### src/rtl/dsp_addsub_acc.sv
// dsp_addsub_acc: pipelined signed add/subtract unit with an internal accumulator.
//
// Ports:
//   clock      - sole clock; every state update happens on its rising edge
//   reset      - synchronous, active-high; clears outputs, accumulator and pipeline
//   in_valid   - qualifies op/a/b/clear for an arithmetic operation this cycle
//   op[1:0]    - 00 ADD (a+b), 01 SUB (a-b), 10 ACC_ADD (acc+a), 11 ACC_SUB (acc-a)
//   clear      - zeroes the accumulator whether or not in_valid is high
//   a, b       - WIDTH-bit two's complement operands (b unused by ACC ops)
//   y          - WIDTH-bit wrapped result, LATENCY cycles after acceptance
//   ovf        - signed overflow of the exact result, aligned with y
//   out_valid  - high for exactly the cycles on which y/ovf carry a new result
//
// The arithmetic and the accumulator update both live in the first stage, so
// back-to-back ACC ops always see the accumulator written by the previous op.
// The remaining LATENCY-1 stages only delay the result. y/ovf hold their last
// value whenever no result arrives.
module dsp_addsub_acc #(
  parameter int WIDTH   = 8,
  parameter int LATENCY = 2
) (
  input  logic             clock,
  input  logic             reset,
  input  logic             in_valid,
  input  logic [1:0]       op,
  input  logic             clear,
  input  logic [WIDTH-1:0] a,
  input  logic [WIDTH-1:0] b,
  output logic [WIDTH-1:0] y,
  output logic             ovf,
  output logic             out_valid
);

  localparam logic [1:0] OP_ADD     = 2'b00;
  localparam logic [1:0] OP_SUB     = 2'b01;
  localparam logic [1:0] OP_ACC_ADD = 2'b10;
  localparam logic [1:0] OP_ACC_SUB = 2'b11;

  logic [WIDTH-1:0] acc_q, acc_d;
  logic [WIDTH-1:0] acc_base;
  logic [WIDTH:0]   ext_a, ext_b, ext_base, exact;
  logic [WIDTH-1:0] res_y;
  logic             res_ovf;
  logic             res_vld;

  // Signals entering the output register (from stage 1 or the delay line).
  logic [WIDTH-1:0] fin_y;
  logic             fin_ovf;
  logic             fin_vld;

  logic [WIDTH-1:0] y_q, y_d;
  logic             ovf_q, ovf_d;
  logic             out_valid_q, out_valid_d;

  // Stage-1 arithmetic and accumulator next value.
  always_comb begin
    // clear in the same cycle as an ACC op makes that op start from zero.
    if (clear) begin
      acc_base = {WIDTH{1'b0}};
    end else begin
      acc_base = acc_q;
    end
    // One extra sign bit makes the sum exact, so overflow is just a
    // disagreement between the top two bits.
    ext_a    = {a[WIDTH-1], a};
    ext_b    = {b[WIDTH-1], b};
    ext_base = {acc_base[WIDTH-1], acc_base};
    case (op)
      OP_ADD:     exact = ext_a + ext_b;
      OP_SUB:     exact = ext_a - ext_b;
      OP_ACC_ADD: exact = ext_base + ext_a;
      OP_ACC_SUB: exact = ext_base - ext_a;
      default:    exact = ext_a + ext_b;
    endcase
    res_y   = exact[WIDTH-1:0];
    res_ovf = exact[WIDTH] ^ exact[WIDTH-1];
    res_vld = in_valid;

    // ADD/SUB leave the accumulator alone except for a concurrent clear.
    if (in_valid && op[1]) begin
      acc_d = res_y;
    end else if (clear) begin
      acc_d = {WIDTH{1'b0}};
    end else begin
      acc_d = acc_q;
    end
  end

  // Accumulator register.
  always_ff @(posedge clock) begin
    if (reset) begin
      acc_q <= {WIDTH{1'b0}};
    end else begin
      acc_q <= acc_d;
    end
  end

  generate
    if (LATENCY == 1) begin : g_direct
      assign fin_y   = res_y;
      assign fin_ovf = res_ovf;
      assign fin_vld = res_vld;
    end else begin : g_pipe
      logic [WIDTH-1:0]   dly_y_q   [LATENCY-1];
      logic [WIDTH-1:0]   dly_y_d   [LATENCY-1];
      logic [LATENCY-2:0] dly_ovf_q, dly_ovf_d;
      logic [LATENCY-2:0] dly_vld_q, dly_vld_d;

      // Shift the stage-1 result down the delay line.
      always_comb begin
        dly_y_d[0]   = res_y;
        dly_ovf_d[0] = res_ovf;
        dly_vld_d[0] = res_vld;
        for (int i = 1; i < LATENCY - 1; i++) begin
          dly_y_d[i]   = dly_y_q[i-1];
          dly_ovf_d[i] = dly_ovf_q[i-1];
          dly_vld_d[i] = dly_vld_q[i-1];
        end
      end

      // Delay-line registers; reset drops every in-flight result.
      always_ff @(posedge clock) begin
        if (reset) begin
          for (int i = 0; i < LATENCY - 1; i++) begin
            dly_y_q[i] <= {WIDTH{1'b0}};
          end
          dly_ovf_q <= {(LATENCY-1){1'b0}};
          dly_vld_q <= {(LATENCY-1){1'b0}};
        end else begin
          for (int i = 0; i < LATENCY - 1; i++) begin
            dly_y_q[i] <= dly_y_d[i];
          end
          dly_ovf_q <= dly_ovf_d;
          dly_vld_q <= dly_vld_d;
        end
      end

      assign fin_y   = dly_y_q[LATENCY-2];
      assign fin_ovf = dly_ovf_q[LATENCY-2];
      assign fin_vld = dly_vld_q[LATENCY-2];
    end
  endgenerate

  // Output register next values: y/ovf hold when no result arrives.
  always_comb begin
    out_valid_d = fin_vld;
    if (fin_vld) begin
      y_d   = fin_y;
      ovf_d = fin_ovf;
    end else begin
      y_d   = y_q;
      ovf_d = ovf_q;
    end
  end

  // Output registers.
  always_ff @(posedge clock) begin
    if (reset) begin
      y_q         <= {WIDTH{1'b0}};
      ovf_q       <= 1'b0;
      out_valid_q <= 1'b0;
    end else begin
      y_q         <= y_d;
      ovf_q       <= ovf_d;
      out_valid_q <= out_valid_d;
    end
  end

  assign y         = y_q;
  assign ovf       = ovf_q;
  assign out_valid = out_valid_q;

endmodule

### config.mk
export PLATFORM = sky130hd
export DESIGN_NAME = dsp_addsub_acc
export DESIGN_NICKNAME = d
export VERILOG_FILES = /design/src/rtl/dsp_addsub_acc.sv
export SDC_FILE = /design/constraint.sdc
export NUM_CORES = 1
export LEC_CHECK = 0
export BUFFER_PORTS_ARGS = -buffer_cell sky130_fd_sc_hd__buf_2
export CORE_ASPECT_RATIO = 1.1
export CORE_MARGIN = 5
export CORE_UTILIZATION = 35
export DETAILED_ROUTE_END_ITERATION = 12
export PLACE_DENSITY = 0.64
export SLEW_MARGIN = 15
export SYNTH_ARGS = -nofsm -noshare
export SYNTH_HDL_FRONTEND = slang
export SYNTH_SLANG_ARGS = --single-unit
### constraint.sdc
create_clock -name clock -period 4.05 [get_ports clock]
set_input_delay 1.215 -clock clock [delete_from_list [all_inputs] [get_ports clock]]
set_output_delay 1.215 -clock clock [all_outputs]
set_load 0.02 [all_outputs]
After elaboration in Yosys (flattened, before gate mapping)
Memory sizes are Yosys's and may differ from the RTL's. A register that Yosys moved wholly into a read port is not among the register bits.
Cells that the tools add are included.
{"block": "totals", "regBits": 12, "latch_bits": 0, "mem_bits_rw": 8, "rom_bits": 0, "in_bits": 22, "out_inout_bits": 10, "wordCells": 25, "mem_count": 1}
{"block": "classes", "addsub": 4, "n_mul": 0, "div_mod_pow": 0, "order_cmp": 0, "eq_ne": 3, "shift": 0, "mux": 8, "bitwise": 1, "n_reduce_logical": 3}
{"memory": "g_pipe.dly_y_q", "words": 1, "width": 8, "read_ports": 1, "rd_clocked_by_memory_dff": 1, "write_ports": 1, "line": "104", "source": "logic [WIDTH-1:0] dly_y_q [LATENCY-1];"}
{"cell": "$pmux W9 S4", "n": 1}
{"cell": "$mux W8", "n": 3}
{"cell": "$add A8 B8 Y9", "n": 2}
{"cell": "$sub A8 B8 Y9", "n": 2}
{"cell": "$reduce_or A8 Y1", "n": 1}
{"cell": "$eq A2 B2 Y1 const B", "n": 2}
{"cell": "$mux W1", "n": 4}
{"cell": "$eq A2 B1 Y1 const B", "n": 1}
{"cell": "$logic_not A2 Y1", "n": 1}
{"cell": "$logic_and A1 B1 Y1", "n": 1}
{"cell": "$xor A1 B1 Y1", "n": 1}

Depth between registers and ports, before layout
{"block": "logic_depth", "word_depth": 4, "ltp_mapped": 12, "mapped_depth_nobuf": 11}

Worst setup path after synthesis
Ideal clock, no wire load.
{"block": "synth_timing", "path_type": "in2reg", "start": "in op[1]", "end": "reg g_pipe.dly_ovf_q (netlist: fin_ovf)", "setup_time_ns": 0.070, "t_arrival_ns": 3.463, "required_time_ns": 3.980, "setup_slack_ns": 0.517, "cell_stages": 11, "path_buffers": 2, "path_cell_list": "buf_2 -> and2_1 -> buf_2 -> mux2i_1 -> ha_1 -> nor2b_1 -> o21ai_2 -> a2111oi_0 -> a311oi_2 -> xnor3_1 -> o2bb2ai_1"}
{"block": "synth_between", "elab_chain_cells": 3, "elab_cells_between_ends": 6, "cone_classes": "3 x eq/ne; 1 x mux; 1 x bitwise; 1 x reduce/logical"}
{"item": "start, declared", "line": "25", "source": "input logic [1:0] op,"}
{"item": "$eq A2 B2 Y1, or another cell as far along", "line": "68", "source": "case (op)"}
{"item": "$pmux W9 S4 (*)", "line": "68"}
{"item": "$xor A1 B1 Y1 (*)", "line": "76", "source": "res_ovf = exact[WIDTH] ^ exact[WIDTH-1];"}
{"item": "end signal, assigned", "line": "127", "source": "dly_ovf_q <= {(LATENCY-1){1'b0}};"}
{"item": "end signal, assigned", "line": "133", "source": "dly_ovf_q <= dly_ovf_d;"}
{"item": "end, declared", "line": "106", "source": "logic [LATENCY-2:0] dly_ovf_q, dly_ovf_d;"}
Every way passes the cells marked *; elsewhere a longest branch is shown, timed or not.
A chain may end at the register's enable or synchronous reset.

Worst setup path in the final report
Same ends and word-level chain as after synthesis.

==> results.ini <==
[worst_setup_path]
r2r_start=acc_q[1]$_SDFF_PP0_
arrival_ns=3.72
end_kind=flip-flop
reg2reg_depth=8
rrSetupSlack_ns=1.77
cp.required_ns=4.25
reg2reg_to=fin_ovf$_SDFF_PP0_
cp_max_fo=9
critical_path_class=in2reg
startpoint_type=input pin

[yosys]
yosys-top-cells-area=dfxtp_1, ha_1, xnor2_1
netlist_area_mm2=0.002087
ys_ff_latch=28
synth-seq-area-share=0.2686
synth-edff-count=0
async_flop_share=0
ys_types=44
syn_inst=242
avgSynthCellArea_um2=8.624
syn-num-nets=284
yosys_warnings=0
synth_top_area_cell=dfxtp_1
ys_dominant_reg_cell=dfxtp_1
synth_top_area_share=0.2686

[sta]
post-route-period-util=0.8683
setup_slack_ns=0.5333
min_period_ns=3.517
grt_setup_unrepaired=no
clock_skew_ns=0.001994
slew_viol_final=0
fmaxAchievable_mhz=284.4
fin_setup_tns_ns=0
tightest_slew_ns=0.5537
hold_viol=0
slew_headroom=0.6303
finalSetupViolCount=0

[detailed_routing]
wl_um=4473
detail-route-antenna-nets=0
drtIter0Drc=103
dr_total_vias=1719
avgViaCountPerCell=4.968
drc=0
wl_per_cell_um=12.93
drtPass1Iterations=4

[global_route]
antenna_found_initial=0
grt_pass1_wl_um=7783
grt-ovfl-total=0
grt_max_degree=28
grt_pass1_vias=1718
gr-usage-all-layers=0.1206

[run]
maxCapViolCount=0

[finish]
layout_common_cells=buf_2, nor2_1, dfxtp_1, a21oi_1
layout_commonest_cell=buf_2
nets=313
stdcell_area_mm2=0.002346
antennaDiodeCount=0
areaGrowthSynthToFinish_pct=12.41
drive_gt1_frac=0.1673
utilization=0.4066

[hold_path]
hold_path.startpoint=g_pipe.dly_y_q[0][2]$_SDFF_PP0_
holdPathEnd=y[2]$_SDFFE_PP0P_
hold_path.class=reg2reg
min_delay_path_depth=2

[run_status]
outcome=finished clean

[clock_tree]
clock_sinks=28
cts_made_buffers=3
path_clk_slew_ns=0.08
postCtsSetupRepairBufs=0
cts_buffer_depth=2
cts_tree=built
cts_hold_buf=0
ctsResizeCount=0
worstSkewPairLatency_ns=0.26
clock-root-buffer=clkbuf_8
cts_max_level=1

[power_and_ir_drop]
vdd_drop_max_v=0.0001341
power.leakage_uw=0.001050
p_per_area_mw_per_mm2=318.0
fin_total_pwr_uw=746.0

[floorplan]
core_area_mm2=0.005769
initial_core_util=0.3617
rows=29
die_height_um=90.99
dieArea_mm2=0.007609
io_pins=32
die_w_um=83.63

[place]
place_hpwl_um=3709
place_congestion=0.7727
pre_cts_ws_ns=0.2629
place_area_mm2=0.002305
port_buffers=31

==> layer usage <==
layer,track usage,wire length [um],part of all wire,vias up
li1,-,-,-,900
met4,0.02547,40,0.0089,0
met3,0.01991,186,0.042,5
met5,0,0,0,-
met2,0.2115,2117,0.47,36
met1,0.1557,2128,0.48,778
==> logic make-up after synthesis <==
family	share of synthesized area
multiplexers	0.06714
AND/OR/NAND/NOR	0.1834
XOR/XNOR	0.1247
AO/OA/AOI/OAI	0.1877
buffers and inverters	0.04137
adder cells (fa/ha/maj)	0.1271
flip-flops	0.2686
==> per-stage QoR <==
stage | cells | hold WS, ns
floorplan | 242 | 0.4407
global placement | 343 | 0.4462
detailed placement | 343 | 0.4578
CTS | 346 | 0.4767
global route | 346 | 0.5010
finish | 346 | 0.4716
==> worst max-delay path, stage by stage <==
cell	delay, ns
buf_2	0.15
and2_1	0.34
mux2i_1	0.37
ha_1	0.29
nor2b_1	0.13
o21ai_2	0.16
a2111oi_0	0.14
a311oi_2	0.34
xnor3_1	0.46
o2bb2ai_1	0.12
==> cell type report <==
| type | count | area [um^2] |
|---|---|---|
| multi-input cells | 195 | 1440 |
| inverters | 10 | 37.54 |
| repair buffers | 33 | 170.2 |
| flip-flops and latches | 28 | 560.5 |
| fillers | 581 | 3423 |
| well taps | 77 | 96.34 |
| clock buffers | 3 | 41.29 |
==> state kept, by name (all words and copies together) (netlist names) <==
register / count
g_pipe.dly_y_q: 8
y: 8
fin_ovf: 1
fin_vld: 1
acc_q: 8
out_valid: 1
ovf: 1
==> synthesized netlist by cell type (all sizes together), types with 6 or more instances <==
cell type and number:
a21oi 19, dfxtp 28, ha 18, inv 10
mux2i 14, nand2 18, nor2 30, nor2b 16
nor3 6, o21ai 8, xnor2 18
==> worst max-delay path by stage <==
stage	startpoint	end	slack, ns	cells after the start
final	op[1]	fin_ovf$_SDFF_PP0_	0.53	10
after global routing	op[1]	fin_ovf$_SDFF_PP0_	0.29	10
after CTS	op[1]	fin_ovf$_SDFF_PP0_	0.54	10
after detailed placement	op[1]	fin_ovf$_SDFF_PP0_	0.26	10
after global placement	op[1]	fin_ovf$_SDFF_PP0_	0.30	10
after floorplan	op[1]	fin_ovf$_SDFF_PP0_	0.52	11
==> power by group <==
part	switching [uW]	leakage (uW)	internal, uW
Clock	73.5	0.0000216	66.5
Combinational	158	0.000798	137
Sequential	9.27	0.000230	301
Total	241	0.00105	505
Power figures use the tool's default switching activity.
